==> config.mk <==
export PLATFORM = sky130hd
export DESIGN_NAME = zic_active_ctrl_flat
export DESIGN_NICKNAME = d
export VERILOG_FILES = /design/src/rtl/zic_active_ctrl_if.sv /design/src/rtl/zic_active_ctrl.sv /design/src/flat_wrapper.sv
export SDC_FILE = /design/constraint.sdc
export NUM_CORES = 1
export LEC_CHECK = 0
export BUFFER_PORTS_ARGS = -buffer_cell sky130_fd_sc_hd__buf_2
export CAP_MARGIN = 10
export CORE_MARGIN = 8
export CORE_UTILIZATION = 45
export DETAILED_ROUTE_END_ITERATION = 7
export PLACE_DENSITY = 0.72
export SYNTH_ARGS = -nofsm -noshare
export SYNTH_HDL_FRONTEND = slang
export SYNTH_SLANG_ARGS = --single-unit
==> constraint.sdc <==
create_clock -name zic_clk -period 3.8 [get_ports zic_clk]
set_input_delay 0.76 -clock zic_clk [delete_from_list [all_inputs] [get_ports zic_clk]]
set_output_delay 0.76 -clock zic_clk [all_outputs]
set_load 0.005 [all_outputs]
==> src/rtl/zic_active_ctrl_if.sv <==
// Core-side and ZIC-side handshake bundle for the claim/EOI controller.
// The controller takes the slave view; the environment takes the master view.
interface zic_active_ctrl_if #(
  parameter int DEPTH = 8,
  parameter int IDW   = 8,
  parameter int LPW   = 8,
  parameter int DW    = $clog2(DEPTH + 1)
);
  logic           interrupt_request_i;
  logic           interrupt_id_valid_i;
  logic [IDW-1:0] interrupt_id_i;
  logic [LPW-1:0] req_lvl_pr_i;
  logic           core_claim_i;
  logic           core_eoi_i;
  logic           zic_ack_o;
  logic [IDW-1:0] zic_ack_id_o;
  logic           zic_eoi_valid_o;
  logic [LPW-1:0] active_lvl_pr_o;
  logic [IDW-1:0] active_id_o;
  logic [DW-1:0]  nest_depth_o;
  logic           stack_full_o;
  logic           overflow_err_o;
  logic           underflow_err_o;

  modport slave (
    input  interrupt_request_i, interrupt_id_valid_i, interrupt_id_i, req_lvl_pr_i,
           core_claim_i, core_eoi_i,
    output zic_ack_o, zic_ack_id_o, zic_eoi_valid_o, active_lvl_pr_o, active_id_o,
           nest_depth_o, stack_full_o, overflow_err_o, underflow_err_o
  );

  modport master (
    output interrupt_request_i, interrupt_id_valid_i, interrupt_id_i, req_lvl_pr_i,
           core_claim_i, core_eoi_i,
    input  zic_ack_o, zic_ack_id_o, zic_eoi_valid_o, active_lvl_pr_o, active_id_o,
           nest_depth_o, stack_full_o, overflow_err_o, underflow_err_o
  );
endinterface

==> src/rtl/zic_active_ctrl.sv <==
// Interrupt claim/completion controller: latches the ZIC offer, generates ack/EOI
// pulses and keeps a nesting stack so preempted handlers resume at their level.
module zic_active_ctrl #(
  parameter int DEPTH = 8,
  parameter int IDW   = 8,
  parameter int LPW   = 8
) (
  input  logic             zic_clk,
  input  logic             zic_rst,
  input  logic             wdt_reset_i,
  zic_active_ctrl_if.slave bus
);
  localparam int DW = $clog2(DEPTH + 1);
  localparam int AW = (DEPTH > 1) ? $clog2(DEPTH) : 1;
  localparam int EW = IDW + LPW;
  localparam logic [DW-1:0] DEPTH_C = DW'(DEPTH);
  localparam logic [DW-1:0] ONE_C   = DW'(1);

  logic [EW-1:0]  stack_q [DEPTH];

  logic           offer_v_q, offer_v_d;
  logic [IDW-1:0] offer_id_q, offer_id_d;
  logic [LPW-1:0] offer_lp_q, offer_lp_d;
  logic [IDW-1:0] act_id_q, act_id_d;
  logic [LPW-1:0] act_lp_q, act_lp_d;
  logic [DW-1:0]  depth_q, depth_d;
  logic           ack_q, ack_d;
  logic [IDW-1:0] ack_id_q, ack_id_d;
  logic           eoi_q, eoi_d;
  logic           full_q, full_d;
  logic           ovf_q, ovf_d;
  logic           unf_q, unf_d;

  logic           reset_s;
  logic           claim_ok_s;
  logic           push_s;
  logic           tail_s;
  logic           empty_s;
  logic           full_s;
  logic [AW-1:0]  top_idx_s;
  logic [EW-1:0]  top_s;

  // Next-state decode: tail-chain, push, pop, and the two error conditions.
  always_comb begin
    reset_s    = ~zic_rst | wdt_reset_i;
    claim_ok_s = bus.core_claim_i & offer_v_q;
    empty_s    = (depth_q == {DW{1'b0}});
    full_s     = (depth_q == DEPTH_C);
    if (empty_s) begin
      top_idx_s = {AW{1'b0}};
    end else begin
      top_idx_s = AW'(depth_q - ONE_C);
    end
    top_s      = stack_q[top_idx_s];

    push_s     = 1'b0;
    tail_s     = 1'b0;
    act_id_d   = act_id_q;
    act_lp_d   = act_lp_q;
    depth_d    = depth_q;
    ack_d      = 1'b0;
    ack_id_d   = ack_id_q;
    eoi_d      = 1'b0;
    ovf_d      = ovf_q;
    unf_d      = unf_q;

    if (claim_ok_s && bus.core_eoi_i) begin
      if (empty_s) begin
        unf_d  = 1'b1;
        push_s = 1'b1;
      end else begin
        tail_s = 1'b1;
        eoi_d  = 1'b1;
      end
    end else if (claim_ok_s) begin
      if (full_s) begin
        ovf_d = 1'b1;
      end else begin
        push_s = 1'b1;
      end
    end else if (bus.core_eoi_i) begin
      if (empty_s) begin
        unf_d = 1'b1;
      end else begin
        eoi_d   = 1'b1;
        depth_d = depth_q - ONE_C;
        // Landing on depth 0 means idle, whatever the bottom slot holds.
        if (depth_q == ONE_C) begin
          act_id_d = {IDW{1'b0}};
          act_lp_d = {LPW{1'b0}};
        end else begin
          act_id_d = top_s[EW-1:LPW];
          act_lp_d = top_s[LPW-1:0];
        end
      end
    end else begin
      depth_d = depth_q;
    end

    if (push_s || tail_s) begin
      act_id_d = offer_id_q;
      act_lp_d = offer_lp_q;
      ack_d    = 1'b1;
      ack_id_d = offer_id_q;
    end else begin
      ack_id_d = ack_id_q;
    end
    if (push_s) begin
      depth_d = depth_q + ONE_C;
    end else begin
      depth_d = depth_d;
    end
    full_d = (depth_d == DEPTH_C);

    offer_id_d = offer_id_q;
    offer_lp_d = offer_lp_q;
    if (bus.interrupt_request_i && bus.interrupt_id_valid_i) begin
      offer_v_d  = 1'b1;
      offer_id_d = bus.interrupt_id_i;
      offer_lp_d = bus.req_lvl_pr_i;
    end else if (!bus.interrupt_request_i || push_s || tail_s) begin
      offer_v_d = 1'b0;
    end else begin
      offer_v_d = offer_v_q;
    end
  end

  // Control and output registers with synchronous reset (rst low or watchdog).
  always_ff @(posedge zic_clk) begin
    if (!zic_rst || wdt_reset_i) begin
      offer_v_q  <= 1'b0;
      offer_id_q <= {IDW{1'b0}};
      offer_lp_q <= {LPW{1'b0}};
      act_id_q   <= {IDW{1'b0}};
      act_lp_q   <= {LPW{1'b0}};
      depth_q    <= {DW{1'b0}};
      ack_q      <= 1'b0;
      ack_id_q   <= {IDW{1'b0}};
      eoi_q      <= 1'b0;
      full_q     <= 1'b0;
      ovf_q      <= 1'b0;
      unf_q      <= 1'b0;
    end else begin
      offer_v_q  <= offer_v_d;
      offer_id_q <= offer_id_d;
      offer_lp_q <= offer_lp_d;
      act_id_q   <= act_id_d;
      act_lp_q   <= act_lp_d;
      depth_q    <= depth_d;
      ack_q      <= ack_d;
      ack_id_q   <= ack_id_d;
      eoi_q      <= eoi_d;
      full_q     <= full_d;
      ovf_q      <= ovf_d;
      unf_q      <= unf_d;
    end
  end

  // Stack slots are write-only on push; stale entries above depth are don't-care.
  always_ff @(posedge zic_clk) begin
    if (push_s && !reset_s) begin
      stack_q[AW'(depth_q)] <= {act_id_q, act_lp_q};
    end else begin
      stack_q <= stack_q;
    end
  end

  assign bus.zic_ack_o       = ack_q;
  assign bus.zic_ack_id_o    = ack_id_q;
  assign bus.zic_eoi_valid_o = eoi_q;
  assign bus.active_lvl_pr_o = act_lp_q;
  assign bus.active_id_o     = act_id_q;
  assign bus.nest_depth_o    = depth_q;
  assign bus.stack_full_o    = full_q;
  assign bus.overflow_err_o  = ovf_q;
  assign bus.underflow_err_o = unf_q;
endmodule

==> src/flat_wrapper.sv <==
// flat-port wrapper written by rule: the top's interface ports become plain ports
module zic_active_ctrl_flat 
#(
  parameter int DEPTH = 8,
  parameter int IDW   = 8,
  parameter int LPW   = 8
)
  (zic_clk, zic_rst, wdt_reset_i, bus_interrupt_request_i, bus_interrupt_id_valid_i, bus_interrupt_id_i, bus_req_lvl_pr_i, bus_core_claim_i, bus_core_eoi_i, bus_zic_ack_o, bus_zic_ack_id_o, bus_zic_eoi_valid_o, bus_active_lvl_pr_o, bus_active_id_o, bus_nest_depth_o, bus_stack_full_o, bus_overflow_err_o, bus_underflow_err_o);
  zic_active_ctrl_if #(.DEPTH(DEPTH), .IDW(IDW), .LPW(LPW)) bus_i ();
  input  logic zic_clk;
  input  logic zic_rst;
  input  logic wdt_reset_i;
  input wire logic [$bits(bus_i.interrupt_request_i)-1:0] bus_interrupt_request_i;
  input wire logic [$bits(bus_i.interrupt_id_valid_i)-1:0] bus_interrupt_id_valid_i;
  input wire logic [$bits(bus_i.interrupt_id_i)-1:0] bus_interrupt_id_i;
  input wire logic [$bits(bus_i.req_lvl_pr_i)-1:0] bus_req_lvl_pr_i;
  input wire logic [$bits(bus_i.core_claim_i)-1:0] bus_core_claim_i;
  input wire logic [$bits(bus_i.core_eoi_i)-1:0] bus_core_eoi_i;
  output wire logic [$bits(bus_i.zic_ack_o)-1:0] bus_zic_ack_o;
  output wire logic [$bits(bus_i.zic_ack_id_o)-1:0] bus_zic_ack_id_o;
  output wire logic [$bits(bus_i.zic_eoi_valid_o)-1:0] bus_zic_eoi_valid_o;
  output wire logic [$bits(bus_i.active_lvl_pr_o)-1:0] bus_active_lvl_pr_o;
  output wire logic [$bits(bus_i.active_id_o)-1:0] bus_active_id_o;
  output wire logic [$bits(bus_i.nest_depth_o)-1:0] bus_nest_depth_o;
  output wire logic [$bits(bus_i.stack_full_o)-1:0] bus_stack_full_o;
  output wire logic [$bits(bus_i.overflow_err_o)-1:0] bus_overflow_err_o;
  output wire logic [$bits(bus_i.underflow_err_o)-1:0] bus_underflow_err_o;
  assign bus_i.interrupt_request_i = bus_interrupt_request_i;
  assign bus_i.interrupt_id_valid_i = bus_interrupt_id_valid_i;
  assign bus_i.interrupt_id_i = bus_interrupt_id_i;
  assign bus_i.req_lvl_pr_i = bus_req_lvl_pr_i;
  assign bus_i.core_claim_i = bus_core_claim_i;
  assign bus_i.core_eoi_i = bus_core_eoi_i;
  assign bus_zic_ack_o = bus_i.zic_ack_o;
  assign bus_zic_ack_id_o = bus_i.zic_ack_id_o;
  assign bus_zic_eoi_valid_o = bus_i.zic_eoi_valid_o;
  assign bus_active_lvl_pr_o = bus_i.active_lvl_pr_o;
  assign bus_active_id_o = bus_i.active_id_o;
  assign bus_nest_depth_o = bus_i.nest_depth_o;
  assign bus_stack_full_o = bus_i.stack_full_o;
  assign bus_overflow_err_o = bus_i.overflow_err_o;
  assign bus_underflow_err_o = bus_i.underflow_err_o;
  zic_active_ctrl #(.DEPTH(DEPTH), .IDW(IDW), .LPW(LPW)) u_core (.zic_clk(zic_clk), .zic_rst(zic_rst), .wdt_reset_i(wdt_reset_i), .bus(bus_i));
endmodule
; Yosys cells after proc, flatten, opt, wreduce, memory -nomap -nowiden
; Index checks and enable logic that the tools add are counted.
[totals]
ff_bits = 178
out_inout_bits = 33
input_bits = 23
elab_cells = 96
[classes]
muxes = 40
n_bitwise = 6
n_addsub = 2
magnitude_cmp = 3
eq_ne = 7
n_reduce_logical = 18
[ops]
columns = op, n
row1 = 128-bit bitwise mux, 1
row2 = 8-bit 2-to-1 mux, 12
row3 = 16-bit binary-select mux with 3-bit select, 1
row4 = 16-bit demux with 3-bit select, 1
row5 = 16-bit 2-to-1 mux, 3
row6 = 4-bit 2-to-1 mux, 5
row7 = 1-bit 2-to-1 mux, 16
row8 = "4-bit equality test, second input constant", 2
row9 = "4-bit greater-or-equal comparator, second input constant", 2
row10 = "2-bit != test, second input constant", 4
row11 = 3-bit NOT with 4-bit output, 2
row12 = 2-bit nonzero test, 3
row13 = "4-bit by 1-bit adder with 4-bit output, second input constant", 1
row14 = "4-bit by 1-bit equality test with 1-bit output, second input constant", 1
row15 = 1-bit logical AND, 4
row16 = 4-bit logical NOT, 1
row17 = 1-bit logical OR, 4
row18 = "4-bit by 1-bit less-than comparator with 1-bit output, second input constant", 1
row19 = 4-bit AND reduction, 1
row20 = "4-bit by 1-bit subtractor with 4-bit output, second input constant", 1
row21 = 1-bit logical NOT, 3
row22 = 3-bit 2-to-1 mux, 1
row23 = 3-bit AND reduction, 1
row24 = 1-bit NOT, 2
row25 = other kinds (3), 3

; Longest topological paths before layout
; Gate-level depths: netlist (run 1).
[logic_depth]
word_depth = 12
ltp_mapped = 11
depth_no_buf = 9

; Worst setup path before layout (run 1)
; Ideal clock, no wire load.
[synth_timing]
path_kind = register to register
startpoint = register u_core.depth_q[0], in the netlist u_core.bus.nest_depth_o[0]
endpoint = register u_core.stack_q[100] in the netlist's numbering (enable)
setup_ns = 0.409
slack_ns = 0.272
required_ns = 3.391
t_arrival_ns = 3.118
stages_incl_launch_ff = 12
n_path_buf = 4
path_cell_list = dfxtp_1 > inv_1 > ha_1 > buf_4 > and3b_2 > a21oi_2 > buf_6 > nor2b_4 > buf_6 > buf_6 > nand3_1 > nor3_1
[synth_via]
elab_chain_cells = 5
[synth_rtl]
columns = element, line_no
row1 = from (decl), zic_active_ctrl.sv:26  ; logic [DW-1:0] depth_q, depth_d;
row2 = from (signal assigned), zic_active_ctrl.sv:136  ; depth_q <= {DW{1'b0}};
row3 = from (signal assigned), zic_active_ctrl.sv:149  ; depth_q <= depth_d;
row4 = 4-bit equality test, zic_active_ctrl.sv:48  ; full_s = (depth_q == DEPTH_C);
row5 = 1-bit 2-to-1 mux, zic_active_ctrl.sv:76  ; if (full_s) begin
row6 = 1-bit 2-to-1 mux, zic_active_ctrl.sv:75  ; end else if (claim_ok_s) begin
row7 = 1-bit 2-to-1 mux *, zic_active_ctrl.sv:67  ; if (claim_ok_s && bus.core_eoi_i) begin
row8 = 1-bit logical AND *, zic_active_ctrl.sv:161  ; if (push_s && !reset_s) begin
row9 = "to (signal, indexed assignment)", zic_active_ctrl.sv:162  ; stack_q[AW'(depth_q)] <= {act_id_q, act_lp_q};
row10 = to (signal assigned), zic_active_ctrl.sv:164  ; stack_q <= stack_q;
row11 = to (decl), zic_active_ctrl.sv:19  ; logic [EW-1:0] stack_q [DEPTH];
; Mark *: on every way between the ends. The rest lies on a longest branch, timed or not.
; A chain may end at the register's enable or synchronous reset.

; Worst setup path after layout (run 1)
[layout_timing]
startpoint = register u_core.depth_q[0], in the netlist u_core.bus.nest_depth_o[0]
endpoint = register u_core.act_id_q[6], in the netlist u_core.bus.active_id_o[6]
[layout_via]
elab_chain_cells = 12
[layout_rtl]
columns = element, line_no
row1 = 4-bit by 1-bit subtractor with 4-bit output or 4-bit logical NOT (tied branches), "zic_active_ctrl.sv:52, zic_active_ctrl.sv:47"
row2 = 3-bit 2-to-1 mux, zic_active_ctrl.sv:49  ; if (empty_s) begin
row3 = 3-bit NOT with 4-bit output (implied by the code), zic_active_ctrl.sv:54  ; top_s = stack_q[top_idx_s];
row4 = 16-bit binary-select mux with 3-bit select, zic_active_ctrl.sv:54
row5 = 16-bit 2-to-1 mux (implied by the code) (2 in a row), zic_active_ctrl.sv:54
row6 = 8-bit 2-to-1 mux, zic_active_ctrl.sv:88  ; if (depth_q == ONE_C) begin
row7 = 8-bit 2-to-1 mux, zic_active_ctrl.sv:82  ; if (empty_s) begin
row8 = 8-bit 2-to-1 mux, zic_active_ctrl.sv:81  ; end else if (bus.core_eoi_i) begin
row9 = 8-bit 2-to-1 mux, zic_active_ctrl.sv:75
row10 = 8-bit 2-to-1 mux, zic_active_ctrl.sv:67
row11 = 8-bit 2-to-1 mux, zic_active_ctrl.sv:100  ; if (push_s || tail_s) begin
row12 = to (signal assigned), zic_active_ctrl.sv:134  ; act_id_q <= {IDW{1'b0}};
row13 = to (signal assigned), zic_active_ctrl.sv:147  ; act_id_q <= act_id_d;
row14 = to (decl), zic_active_ctrl.sv:24  ; logic [IDW-1:0] act_id_q, act_id_d;
; Several ways; a longest one is shown, not always the timed one. The select of a mux whose other input is x is not followed.

==> results of run 1 <==
-- area by class of cell --
class                   instances  share of cell area, %
flip-flops and latches        178                   59.8
multi-input cells             274                   24.3
clock buffers                  17                   5.26
repair buffers                 70                   5.10
well taps                     188                   2.91
clock inverters                15                   2.35
inverters                       6                  0.278
-- registers in the layout, summed over array words and instances, names as in the netlist --
signal / count
u_core.bus.stack_full_o: 1
u_core.bus.active_id_o: 8
u_core.bus.active_lvl_pr_o: 8
u_core.bus.overflow_err_o: 1
u_core.offer_v_q: 1
u_core.offer_id_q: 8
u_core.offer_lp_q: 8
u_core.bus.zic_eoi_valid_o: 1
u_core.bus.nest_depth_o: 4
u_core.bus.underflow_err_o: 1
u_core.bus.zic_ack_id_o: 8
u_core.bus.zic_ack_o: 1
u_core.stack_q: 128
-- metrics by stage --
stage | power [W] | area [um^2] | worst slack [ns] | utilization, %
floorplan | 0.00229 | 6980 | 0.272 | -
global placement | 0.00235 | 7480 | 0.863 | 49.2
detailed placement | 0.00236 | 7480 | 0.803 | 49.2
CTS | 0.00414 | 8100 | 0.810 | 53.3
global route | 0.00423 | 8100 | 0.564 | 53.3
finish | 0.00411 | 8100 | 0.772 | 53.3
-- routing by layer --
metal | GRT usage (%) | up-vias | share of wire, %
met5 | 0 | - | 0
met4 | 7.01 | 0 | 1.9
met3 | 3.19 | 21 | 6.5
met2 | 25.2 | 128 | 48
met1 | 19.1 | 2037 | 44
li1 | - | 1972 | -
-- cells in the mapped netlist (2+ instances only) --
| library cell | number |
|---|---|
| a211o_1 | 16 |
| a21oi_1 | 19 |
| a21oi_2 | 2 |
| a22o_1 | 16 |
| and2_1 | 2 |
| buf_2 | 9 |
| buf_6 | 5 |
| clkbuf_1 | 9 |
| dfxtp_1 | 50 |
| edfxtp_1 | 128 |
| ha_1 | 4 |
| inv_1 | 6 |
| mux2i_1 | 72 |
| nand2_1 | 41 |
| nand2b_1 | 2 |
| nand3_1 | 5 |
| nor2_1 | 24 |
| nor2b_1 | 2 |
| nor3_1 | 6 |
| nor3b_1 | 2 |
| o21ai_0 | 2 |
| o21ai_1 | 2 |
| o22ai_1 | 34 |
| or4_1 | 2 |
-- report_power, final --
part	total, W	switching [W]	internal, W
Clock	0.00180	0.000703	0.00109
Combinational	0.000221	0.000125	0.0000960
Sequential	0.00209	0.0000185	0.00207
Total	0.00411	0.000846	0.00326
-- cell families (layout without fill, tap and decap cells) --
family,count (synthesis),after routing,synth area share [%]
xor gates and xnor gates,1,1,0.125
DFF,178,178,69.4
adders and majority gates,4,4,0.717
AOI/OAI and AO/OA,99,99,10.1
muxes,72,72,10.3
buffers and inverters,32,108,2.62
and+or+nand+nor,98,98,6.72
-- worst reg2reg max path: stages, from the launching register on --
cell      delay [ns]
dfxtp_1         0.39
inv_1           0.18
ha_1            0.34
nor3b_2         0.48
inv_1           0.17
ha_1            0.27
nand3b_1        0.58
o22ai_1         0.18
a211o_1         0.32
-- path summary, 6_finish.rpt --
kind | cells after the start | end | slack (ns)
hold / removal | 2 | u_core.offer_lp_q[0] | 0.46
setup / recovery | 8 | u_core.bus.active_id_o[6] | 0.77
hold reg to reg | 2 | u_core.offer_lp_q[0] | 0.46
setup reg to reg | 8 | u_core.bus.active_id_o[6] | 0.77
==> key figures, run 1 <==
Power
  • Leakage: 3.01 nW
  • Power per cell area: 508 nW/um^2
  • IR drop worst, VDD: ~270 uV

Die
  • Row cnt: between 40 and 50
  • Initial core utilization: between 40% and 50%
  • DIE WIDTH: between 100 and 150 um
  • Io pins: 56
  • Die outline height: about 140 um
  • Die area: 19800 um^2
  • Core Area: around 15000 um^2

Critical path
  • Critical Path Max Stage Delay: 0.58 ns
  • Delay-heaviest family, CP: simple AND/OR/NAND/NOR gates
  • CP arrival: ~3.3 ns
  • Crit path required time: between 4 and 5 ns
  • Startpoint Class: flip-flop
  • Max FO, Critical Path: 16
  • Worst r2r src: u_core.bus.nest_depth_o[0]
  • Critical-path cell list: inv_1 -> ha_1 -> nor3b_2 -> inv_1 -> ha_1 -> nand3b_1 -> o22ai_1 -> a211o_1
  • Worst Path Buf+Inv: 2
  • Crit. Startpoint: u_core.bus.nest_depth_o[0]
  • Worst setup EP type: flip-flop
  • Crit path kind: reg -> reg
  • Slowest CP cell: nand3b_1

Clocking
  • Clk root buf: clkbuf_16
  • Postcts setup bufs: 0
  • Hold buffer count at cts: 0
  • CTS tree: yes
  • Longest Clk Path Bufs: 2
  • Clk Latency, worst-skew pair: ~0.42 ns
  • # clock sinks: about 180
  • H-tree levels: 4
  • Clk slew on worst S/H paths: about 0.07 ns
  • Post-cts sizing count: 0
  • CTS Buf Count: 17

Detailed routing
  • Vias/cell: 5.56
  • # DRC: 0
  • Routed WL: 14700 um
  • Pre-antenna DRT Iters: 4
  • Wirelength per Cell: 19.7 um
  • DR vias: just over 4000
  • Routed Antenna Nets: 0
  • DR iter-0 viols: between 300 and 400

STA
  • Tmin final: 3.03 ns
  • RSZ-0062 raised after global routing: false
  • Final Cycle Share: about 80%
  • Setup TNS: 0 ns
  • Fmax: about 330 MHz
  • Actual slew at the worst max-slew pin: slightly above 0.9 ns
  • Min Hold Slack: around 0.46 ns
  • Final Max Slew Viols: 0
  • Final setup vio count: 0
  • Fin Clk Skew: 0.00774 ns
  • Final count of hold timing violations: 0
  • Relative slew slack: roughly two fifths

Yosys
  • Synth area leaders: edfxtp_1, dfxtp_1, mux2i_1
  • Ys Warns: 0
  • Post-synth top area share: 55.1%
  • Syn_area_per_cell: 14.4 um^2
  • Synth Register Bits: between 150 and 200
  • Async S/R FF share, synth: 0%
  • Register area share after synthesis: approximately 69%
  • Post-synth net total: 511
  • Ys flop type: edfxtp_1
  • EDFF count, synth: between 100 and 150
  • Mapped Area: 6980 um^2
  • Post-Syn Instances: 484
  • Post-synthesis cell type count: 48
  • Synth area leader: edfxtp_1

Final layout
  • Final Instance Count excl. Fillers: 748
  • FF/Latch Area: ~4800 um^2
  • Most frequent cells in the layout: edfxtp_1, mux2i_1, buf_2
  • Commonest non-fill, non-tap cell in the layout: edfxtp_1
  • Area of the multi-input gates: 1960 um^2
  • Filler Cells Inserted: 1241
  • Layout Nets: about 570
  • Layout area overhead: 15.9%
  • Share of layout cells above drive strength 1: around a fifth
  • Ant diodes: 0

Placed design
  • PortBufs: 55
  • GPL Wtd Cong: 0.824
  • Placed instance count: approximately 700
  • Placed wire-length estimate: around 9000 um

Flow run
  • Max cap viols: 0

Global route
  • Total grt overflow: 0
  • First-pass GRT wire length: roughly 23000 um
  • Initial antenna violation count: 0
  • Largest net degree at the start of global routing: 37
  • Vias in the first global route: approximately 4200
  • Gr usage total: 15.3%

Min path
  • Worst hold path startpoint: u_core.offer_lp_q[0]
  • Worst Hold Class: reg -> reg

Run status
  • Status: completed
(Power assumes the default switching activity.)
==> run 2: changes to the inputs <==
PLACE_DENSITY = 0.74   (was 0.72)
clock period = 2.7 ns   (was 3.8 ns; I/O delays follow)
==> key figures, run 2 (synthesis results as in run 1) <==
Run status
  • Status: completed

Detailed routing
  • DR iter-0 viols: around 420
  • Routed WL: around 15000 um
  • Routed Antenna Nets: 0
  • Pre-antenna DRT Iters: 4
  • Wirelength per Cell: approximately 20 um
  • # DRC: 0
  • DR vias: around 4300
  • Vias/cell: around 5.7

Placed design
  • Placed wire-length estimate: between 9000 and 10000 um
  • Placed instance count: between 700 and 800
  • PortBufs: 55
  • GPL Wtd Cong: around 0.83

Flow run
  • Max cap viols: 0

Final layout
  • Most flops, register: u_core.stack_q
  • Area of the multi-input gates: about 2100 um^2
  • Share of layout cells above drive strength 1: a little under a quarter
  • Filler Cells Inserted: around 1200
  • Final Instance Count excl. Fillers: roughly 750
  • Layout area overhead: 18.7%
  • Commonest non-fill, non-tap cell in the layout: edfxtp_1
  • Most frequent cells in the layout: edfxtp_1, mux2i_1, buf_2
  • Layout Nets: 579
  • FF/Latch Area: between 4000 and 5000 um^2
  • Max FFs per register: roughly 130
  • Ant diodes: 0

Die
  • Die area: a little under 20000 um^2
  • DIE WIDTH: about 140 um
  • Initial core utilization: between 40 and 50%
  • Row cnt: 45
  • Io pins: 56
  • Die outline height: 141 um
  • Core Area: between 15000 and 20000 um^2

Clocking
  • CTS Buf Count: 17
  • H-tree levels: 4
  • Clk root buf: clkbuf_16
  • Clk slew on worst S/H paths: roughly 0.07 ns
  • Hold buffer count at cts: 0
  • Post-cts sizing count: 0
  • Longest Clk Path Bufs: 2
  • # clock sinks: 178
  • Postcts setup bufs: 0
  • CTS tree: yes
  • Clk Latency, worst-skew pair: approximately 0.44 ns

Global route
  • Vias in the first global route: between 4000 and 5000
  • Initial antenna violation count: 0
  • Total grt overflow: 0
  • First-pass GRT wire length: approximately 24000 um
  • Largest net degree at the start of global routing: 36
  • Gr usage total: around 16%

STA
  • Tmin final: between 2 and 2.5 ns
  • Final Cycle Share: ~90%
  • Min Hold Slack: ~0.33 ns
  • RSZ-0062 raised after global routing: false
  • Final setup vio count: 0
  • Fin Clk Skew: between 0.01 and 0.015 ns
  • Setup TNS: 0 ns
  • Relative slew slack: around 60%
  • Fmax: 401 MHz
  • Final Max Slew Viols: 0
  • Actual slew at the worst max-slew pin: around 0.60 ns
  • Final count of hold timing violations: 0

Critical path
  • Startpoint Class: flip-flop
  • Critical-path cell list: inv_4 -> ha_4 -> nor3b_2 -> inv_1 -> ha_1 -> or2_2 -> o22ai_1 -> a211o_1
  • Crit path required time: 3.09 ns
  • Crit path kind: reg -> reg
  • Max FO, Critical Path: 16
  • CP arrival: 2.88 ns
  • Critical Path Max Stage Delay: 0.51 ns
  • Worst setup EP type: flip-flop
  • Slowest CP cell: or2_2

Power
  • Leakage: 3.03 nW
  • IR drop worst, VDD: a little over 500 uV
  • Logic pwr share: under 10%
  • Power per cell area: between 600 and 700 nW/um^2
  • Int Power: around 0.0043 W
  • Switching share of power: a little under a quarter
  • Clk pwr share: between 40% and 50%
  • Sequential share of power: ~53%
  • Psw: roughly 0.0013 W
  • Overall Power: about 0.0056 W

Min path
  • Worst Hold Class: in -> reg
## run 2: cell type report
class	instances	share of cell area, %
well taps	188	2.84
clock buffers	18	5.18
repair buffers	75	6.64
inverters	6	0.302
multi-input cells	274	24.8
flip-flops and latches	178	58.5
clock inverters	14	1.66
## run 2: power groups by stage
| stage | Sequential, W | Combinational, W | Clock, W |
|---|---|---|---|
| after floorplan | 0.00299 | 0.000239 | 0 |
| after global placement | 0.00300 | 0.000326 | 0 |
| after detailed placement | 0.00300 | 0.000335 | 0 |
| after CTS | 0.00294 | 0.000336 | 0.00236 |
| after global routing | 0.00294 | 0.000361 | 0.00247 |
| final | 0.00294 | 0.000337 | 0.00233 |
## run 2: stage by stage
step | area (um^2) | util (%) | worst slack (ns)
6_report | 8290 | 54.5 | 0.206
3_5_place_dp | 7720 | 50.8 | 0.278
5_1_grt | 8290 | 54.5 | 0.0877
4_1_cts | 8290 | 54.5 | 0.212
3_3_place_gp | 7720 | 50.8 | 0.349
2_1_floorplan | 7100 | - | 0.00211
## run 2: path summary, 6_finish.rpt
kind / startpoint / endpoint / slack [ns] / cells after the start
max reg2reg: u_core.bus.nest_depth_o[0] / u_core.bus.active_lvl_pr_o[6] / 0.21 / 8
min: bus_req_lvl_pr_i[6] / u_core.offer_lp_q[6] / 0.33 / 3
min reg2reg: u_core.offer_lp_q[1] / u_core.offer_lp_q[1] / 0.47 / 2
max: u_core.bus.nest_depth_o[0] / u_core.bus.active_lvl_pr_o[6] / 0.21 / 8
## run 2: critical path, delay by kind of cell, from the launching register on
kind | cells | cell delay, ns
compound gates | 2 | 0.40
fa+ha+maj | 2 | 0.46
simple gates | 2 | 0.93
buf+inv | 2 | 0.28
flops | 1 | 0.38
## run 2: metal layers
metal  vias to the layer above  track usage [%]  share of wire (%)
li1                       1975                -                  -
met1                      2163             20.2                 44
met2                       138             25.5                 48
met3                        25             3.98                5.6
met4                         0             7.07                2.0
met5                         -                0                  0
==> run 3: changes to the inputs <==
==> constraint.sdc (replaced) <==
create_clock -name zic_clk -period 2.25 [get_ports zic_clk]
set_input_delay 0.45 -clock zic_clk [delete_from_list [all_inputs] [get_ports zic_clk]]
set_output_delay 0.45 -clock zic_clk [all_outputs]
set_load 0.05 [all_outputs]
==> key figures, run 3 (synthesis results as in run 1) <==
Global route
  • Largest net degree at the start of global routing: 33
  • Gr usage total: 15.9%
  • Total grt overflow: 0
  • First-pass GRT wire length: 24200 um
  • Vias in the first global route: roughly 4500
  • Initial antenna violation count: 0

Critical path
  • Max FO, Critical Path: 15
  • CP arrival: approximately 2.5 ns
  • Crit path required time: ~2.6 ns
  • Worst setup EP type: flip-flop
  • Crit path kind: reg -> reg
  • Startpoint Class: flip-flop

Final layout
  • Final Instance Count excl. Fillers: approximately 770
  • Filler Cells Inserted: 1188
  • Most flops, register: u_core.stack_q
  • Max FFs per register: ~130
  • Layout area overhead: 22.6%
  • Share of layout cells above drive strength 1: 26.3%
  • Ant diodes: 0
  • Layout Nets: between 500 and 600
  • Final instance area: ~8600 um^2
  • Commonest non-fill, non-tap cell in the layout: edfxtp_1
  • Most frequent cells in the layout: edfxtp_1, mux2i_1, buf_2

Power
  • IR drop worst, VDD: about 590 uV
  • Leakage: 3.18 nW
  • Power per cell area: about 820 nW/um^2

Die
  • Die area: approximately 20000 um^2
  • Io pins: 56
  • DIE WIDTH: 141 um
  • Row cnt: 45
  • Die outline height: ~140 um
  • Core Area: ~15000 um^2
  • Initial core utilization: a little under half

Clocking
  • Longest Clk Path Bufs: 2
  • CTS Buf Count: 17
  • Clk root buf: clkbuf_16
  • Clk Latency, worst-skew pair: 0.42 ns
  • H-tree levels: 4
  • CTS tree: yes
  • # clock sinks: around 180
  • Hold buffer count at cts: 0
  • Clk slew on worst S/H paths: approximately 0.070 ns

Detailed routing
  • Wirelength per Cell: roughly 20 um
  • Vias/cell: 5.64
  • DR iter-0 viols: roughly 270
  • Pre-antenna DRT Iters: 4
  • Routed WL: 15400 um
  • DR vias: between 4000 and 5000
  • Routed Antenna Nets: 0
  • # DRC: 0

Min path
  • Worst Hold Class: in -> reg

Placed design
  • Cell Area, Placed: roughly 8000 um^2
  • Placed instance count: roughly 730
  • GPL Wtd Cong: approximately 0.83
  • PortBufs: 55
  • Placed wire-length estimate: between 9000 and 10000 um

STA
  • Final setup vio count: 0
  • Setup TNS: 0 ns
  • Relative slew slack: 61.3%
  • Final Cycle Share: between 90% and 100%
  • Fmax: between 400 and 500 MHz
  • Actual slew at the worst max-slew pin: around 0.58 ns
  • Fin Clk Skew: roughly 0.0053 ns
  • Final count of hold timing violations: 0
  • Final Max Slew Viols: 0
  • Tmin final: 2.19 ns

Run status
  • Status: completed

Flow run
  • Max cap viols: 0
run 3: power breakdown:
group	total, W	internal [W]	switching (W)
registers	0.00353	0.00350	0.0000275
clock network	0.00299	0.00169	0.00130
logic	0.000504	0.000230	0.000274
total	0.00702	0.00542	0.00161
run 3: per-layer routing:
layer	wire length, um	global-route usage (%)
met1	6460	19.4
met2	7860	26.6
met5	0	0
met3	798	3.23
met4	305	7.58
run 3: final timing paths:
check | from | endpoint | slack, ns | depth (start not counted)
max | u_core.bus.nest_depth_o[0] | u_core.bus.active_lvl_pr_o[7] | 0.06 | 10
min | bus_req_lvl_pr_i[7] | u_core.offer_lp_q[7] | 0.27 | 3
max reg2reg | u_core.bus.nest_depth_o[0] | u_core.bus.active_lvl_pr_o[7] | 0.06 | 10
min reg2reg | u_core.bus.underflow_err_o | u_core.bus.underflow_err_o | 0.49 | 2
run 3: repair_timing:
item | 4_1_cts | 5_1_grt
buffers inserted | 0 | 9
resized for setup | 1 | 3
pin swaps | 0 | 1
setup endpoints to repair | 15 | 20
run 3: final cells by class:
| type | instances | area (um^2) | share of cell area, % |
|---|---|---|---|
| sequential | 178 | 4850 | 56.7 |
| multi-input combinational | 274 | 2080 | 24.3 |
| timing repair buffer | 91 | 753 | 8.80 |
| clock buffer | 17 | 425 | 4.97 |
| tap | 188 | 235 | 2.75 |
| clock inverter | 15 | 189 | 2.21 |
| inverter | 6 | 30.0 | 0.351 |
run 3: worst max-delay path, cell delays in order (launching register included):
cell     delay [ns]
dfxtp_4        0.37
inv_6          0.05
ha_4           0.18
nor3b_2        0.16
buf_4          0.17
nor2_4         0.10
buf_12         0.17
buf_16         0.17
mux2i_2        0.26
o22ai_1        0.11
a211o_1        0.31
run 3: through the flow:
step	hold slack [ns]	setup slack (ns)	utilization [%]	power, W
global route	0.256	-0.00501	56.3	0.00722
detailed placement	0.472	-0.0115	51.7	0.00407
global placement	0.447	0.0819	51.7	0.00405
finish	0.265	0.0586	56.3	0.00702
floorplan	0.437	-0.557	-	0.00392
CTS	0.245	0.0509	55.8	0.00704
